### config.mk
export PLATFORM = sky130hd
export DESIGN_NAME = num_overlay_ctrl
export DESIGN_NICKNAME = d
export VERILOG_FILES = /design/src/rtl/num_overlay_ctrl.sv
export SDC_FILE = /design/constraint.sdc
export NUM_CORES = 1
export LEC_CHECK = 0
export CAP_MARGIN = 40
export CORE_MARGIN = 3
export CORE_UTILIZATION = 55
export DETAILED_ROUTE_END_ITERATION = 6
export PLACE_DENSITY = 0.81
export SYNTH_ARGS = -nofsm -noshare
export SYNTH_HDL_FRONTEND = slang
export SYNTH_SLANG_ARGS = --single-unit
### constraint.sdc
create_clock -name clk -period 2.47 [get_ports clk]
set_clock_uncertainty 0.2 [all_clocks]
set_input_delay 0.741 -clock clk [delete_from_list [all_inputs] [get_ports clk]]
set_output_delay 0.741 -clock clk [all_outputs]
set_load 0.03 [all_outputs]
### src/rtl/num_overlay_ctrl.sv
// num_overlay_ctrl: schedules one seven-segment renderer across DIGITS slots to overlay a BCD fish count.
// Define LEAD_ZERO_BLANK_EN to blank leading zero digits (the LSD is always shown).
module num_overlay_ctrl #(
    parameter int         DIGITS = 7,
    parameter logic [10:0] X0    = 11'd16,
    parameter logic [9:0]  Y0    = 10'd16,
    parameter logic [10:0] PITCH = 11'd20
) (
    input  logic        clk,
    input  logic        reset,
    input  logic [19:0] value,
    input  logic        value_valid,
    input  logic        frame_start,
    input  logic [10:0] countx,
    input  logic [9:0]  county,
    input  logic        check_in,
    output logic [19:0] mark,
    output logic [10:0] x,
    output logic [9:0]  y,
    output logic        pix_on,
    output logic        busy
);
    typedef enum logic [1:0] {IDLE, CONV, LOAD} state_t;
    state_t state, state_nx;
    logic [19:0] pending_val;
    logic pending, start;
    logic [47:0] sr, sr_adj;
    logic [4:0] iter;
    logic [4*DIGITS-1:0] digits;
    logic [DIGITS-1:0] blank;
    logic [10:0] nx, lo, x_nx;
    logic [3:0] mark_nx;
    logic en_nx, slot_en, slot_en_d;
    logic unused_county;
    assign unused_county = ^county;
    assign y = Y0;
    assign busy = (state != IDLE);
    always_comb begin
        state_nx = state;
        start = 1'b0;
        case (state)
            IDLE: if (frame_start && (pending || value_valid)) begin
                start = 1'b1;
                state_nx = CONV;
            end
            CONV: state_nx = (iter == 5'd19) ? LOAD : CONV;
            default: state_nx = IDLE;
        endcase
    end
    // shift-add-3: correct every BCD nibble before the shift doubles it
    always_comb begin
        sr_adj = sr;
        for (int n = 0; n < 7; n++)
            if (sr[20+4*n +: 4] >= 4'd5) sr_adj[20+4*n +: 4] = sr[20+4*n +: 4] + 4'd3;
    end
    always_ff @(posedge clk or negedge reset) begin
        if (!reset) begin
            state <= IDLE;
            pending <= 1'b0;
            pending_val <= '0;
            sr <= '0;
            iter <= '0;
            digits <= '0;
        end else begin
            state <= state_nx;
            pending <= start ? 1'b0 : (pending | value_valid);
            if (value_valid) pending_val <= value;
            if (start) sr <= {28'b0, value_valid ? value : pending_val};
            else if (state == CONV) sr <= {sr_adj[46:0], 1'b0};
            iter <= start ? 5'd0 : (state == CONV) ? iter + 5'd1 : iter;
            if (state == LOAD) digits <= sr[20 +: 4*DIGITS];
        end
    end
`ifdef LEAD_ZERO_BLANK_EN
    logic lead;
    always_comb begin
        lead = 1'b1;
        blank = '0;
        for (int i = 0; i < DIGITS - 1; i++) begin
            lead = lead & (digits[4*(DIGITS-1-i) +: 4] == 4'd0);
            blank[i] = lead;
        end
    end
`else
    assign blank = '0;
`endif
    // look one pixel ahead so x/mark are ready when the renderer samples countx
    always_comb begin
        nx = countx + 11'd1;
        lo = '0;
        x_nx = 11'h7FF;
        mark_nx = '0;
        en_nx = 1'b0;
        for (int i = 0; i < DIGITS; i++) begin
            lo = X0 + 11'(i) * PITCH;
            if (nx >= lo && nx <= lo + PITCH - 11'd1) begin
                x_nx = lo;
                mark_nx = digits[4*(DIGITS-1-i) +: 4];
                en_nx = ~blank[i];
            end
        end
    end
    always_ff @(posedge clk or negedge reset) begin
        if (!reset) begin
            x <= '0;
            mark <= '0;
            slot_en <= 1'b0;
            slot_en_d <= 1'b0;
            pix_on <= 1'b0;
        end else begin
            x <= x_nx;
            mark <= {16'b0, mark_nx};
            slot_en <= en_nx;
            slot_en_d <= slot_en;
            pix_on <= check_in & slot_en_d;
        end
    end
endmodule

==> metrics.txt <==
first-pass GRT wire length 25,600 um; diode count 0; vias 5,049; critical path launch point type input pin; layout cell share with drive strength beyond 1 0.299; hold_buf cts 0; fill count 664; Die H 112 um; Clk Latency, worst-skew pair 520 ps; Detail Route met3 WL 1030 um; Setup CP Type in -> reg; Lkg Pwr 3.60 nW; fraction of registers with async set/reset 1.00; # rows 37; Syn. warnings 0; fin crit period 2690 ps; Post-DP HPWL 10,200 um; Final Util 0.766; Mapped Cells 597; CP required 2650 ps; Synth Cell Area 6150 sq um; io pins 89; antenna viol nets, final 0; syn avg cell area 10.3 sq um; Place WS -1180 ps; CTS tree done; Final Hold Fails 0; Post-synth EDFFs 0; PnR worst setup slack -217 ps; vias in the first global route 5,049; Clock Tree Root clkbuf_8; Core Box Area 10,600 sq um; Setup Viol. Count Final 11; routed length on met2 7680 um; status complete, but fails checks; CP Max Fanout 5; Area growth, synth to finish 32.0%; clock sinks 118; PwrDens 1000 nW/um^2; die width 112 um; # placed instances 807; Data arrival, critical path 2870 ps; ys flop type dfrtp_1; fin crit share 1.09; FF+latch count, synth 118; GRT overflow 0; drt wl/cell 18.3 um; Max Slew Vio Count 0; failing checks setup timing; drt via density 5.95; total global-route track usage 0.255; Final Power 8.16 mW; Initial Util 0.580; WL final 15,600 um; DR DRC count 0; top routing layer used met4; post-synthesis sequential area ratio 0.480; H-tree depth 4; total CTS buffers 17; initial antenna violation count 0; port bufs 52; maximum VDD drop 0.000742 V; Initial DRC Count 365; gpl congestion 0.975; largest net degree at the start of global routing 87; max_cap viols 0; Hold Path Class in -> async; clk buf depth 2; CTS clk-pin slew, worst paths 60 ps; final instance area 8130 sq um; highest clock rate 372 MHz; Routed met1 length 6540 um; Pre-antenna DRT Iters 4; RSZ-0062 raised after global routing yes; dpl cell area 7110 sq um; Worst setup EP type flip-flop; fin nets 764; Post-Layout Cell Count 849; die area 12,500 sq um; Cell variety after synth 62
## synth_stat cells, types with 2 or more instances
master    number  area, sq um
mux2_2        44          495
or3_1          4         25.0
o21ai_1        2         10.0
and2_1         3         18.8
buf_1          4         15.0
a31oi_1        2         12.5
nand4_1        3         18.8
buf_6          2         22.5
o31a_1         2         17.5
buf_2          4         20.0
dfrtp_1      118         2950
nor2b_1        3         18.8
nand2_1       69          259
nor3_1         9         45.0
o21ai_0       35          175
ha_1          18          225
a32oi_1        4         35.0
a22oi_1       27          203
o21a_1         2         15.0
nor3_2         2         20.0
o32ai_1        8         70.1
a221oi_1       5         43.8
or2_2          3         18.8
a32o_1         7         70.1
xor2_1        10         87.6
conb_1         2         7.51
a21oi_1       18         90.1
inv_1         23         86.3
o31ai_1       10         75.1
xnor2_1        9         78.8
nor4_1         5         31.3
a311o_1        2         20.0
clkbuf_1      20         75.1
nor2_1        25         93.8
buf_4         33          248
and3_1         5         31.3
nand3_1       21          105
nand2b_1      10         62.6
## metrics by stage
stage	hold slack, ps	setup TNS, ps
floorplan	131	-3570
global placement	147	-12190
detailed placement	151	-13110
CTS	64.0	-646
global route	77.1	-1760
finish	66.9	-1150
## logic make-up (layout without fill, tap and decap cells)
logic type / after synthesis / after routing / share of synthesized area
simple gates: 171 / 171 / 0.137
other cells: 2 / 26 / 0.00122
fa+ha+maj: 18 / 18 / 0.0366
buf+inv: 86 / 178 / 0.0758
mux: 44 / 44 / 0.0805
xor+xnor: 20 / 20 / 0.0297
flops: 118 / 118 / 0.480
compound gates: 138 / 138 / 0.160
## final cells by class
type	count	area [sq um]	share of cell area
multi-input cells	417	3130	0.385
flip-flops and latches	118	2950	0.364
repair buffers	123	1160	0.142
clock buffers	24	490	0.0604
well taps	136	170	0.0209
clock inverters	8	143	0.0176
inverters	23	86.3	0.0106
## placed cells by master, fill, tap and decap left out, types with 4 or more instances in the layout
cell type / synthesis / final
a21oi_1: 18 / 17
a22oi_1: 27 / 22
a22oi_2: 0 / 5
a32o_1: 7 / 7
a32oi_1: 4 / 4
buf_12: 0 / 5
buf_4: 33 / 61
buf_6: 2 / 7
bufinv_16: 0 / 4
clkbuf_16: 0 / 16
clkbuf_8: 0 / 6
clkdlybuf4s50_1: 0 / 27
conb_1: 2 / 26
dfrtp_1: 118 / 117
dlygate4sd2_1: 0 / 12
dlymetal6s2s_1: 0 / 4
ha_1: 18 / 15
inv_1: 23 / 22
mux2_2: 44 / 44
nand2_1: 69 / 67
nand2b_1: 10 / 10
nand3_1: 21 / 20
nor2_1: 25 / 20
nor2_2: 0 / 4
nor3_1: 9 / 5
nor3_2: 2 / 5
o21ai_0: 35 / 34
o31ai_1: 10 / 10
o32ai_1: 8 / 7
xnor2_1: 9 / 8
xor2_1: 10 / 9
## registers in the layout, summed over array words and instances (netlist names)
signal       count
pending_val     20
slot_en_d        1
state            2
digits          28
iter             5
x                7
pix_on           1
pending          1
mark             4
slot_en          1
sr              48
## report_power, final
| group | switching, mW | leakage (nW) | internal (mW) |
|---|---|---|---|
| clock | 0.840 | 0.311 | 1.77 |
| combinational | 1.45 | 1.83 | 1.11 |
| sequential | 0.508 | 1.46 | 2.49 |
## worst max-delay path, stage by stage
cell and delay [ps]:
buf_8 100, ha_4 170, or3b_4 390, o22ai_4 120, o311a_1 230, o221ai_2 100, and4b_1 210, or3_4 380
or4_4 420
## per-layer routing
layer / GRT usage / vias to the layer above
li1: - / 2288
met1: 0.341 / 2508
met2: 0.417 / 217
met3: 0.0571 / 36
met4: 0.0787 / 0
met5: 0 / -
## final timing paths
kind	endpoint	slack, ps	cells after the start	start
max reg2reg	sr[23]	610	7	state[1]
min reg2reg	slot_en_d	160	0	slot_en
min in group clk	slot_en_d	160	0	slot_en
min	digits[24]	70	2	reset
max	slot_en	-220	9	countx[1]
max in group asynchronous	state[1]	1630	2	reset
## what timing repair did
action	CTS	global route
buffers inserted	8	1
pin swaps	25	9
gates cloned	1	0
resized for setup	89	18
endpoints found under the setup margin	22	17
(Power assumes the default switching activity.)
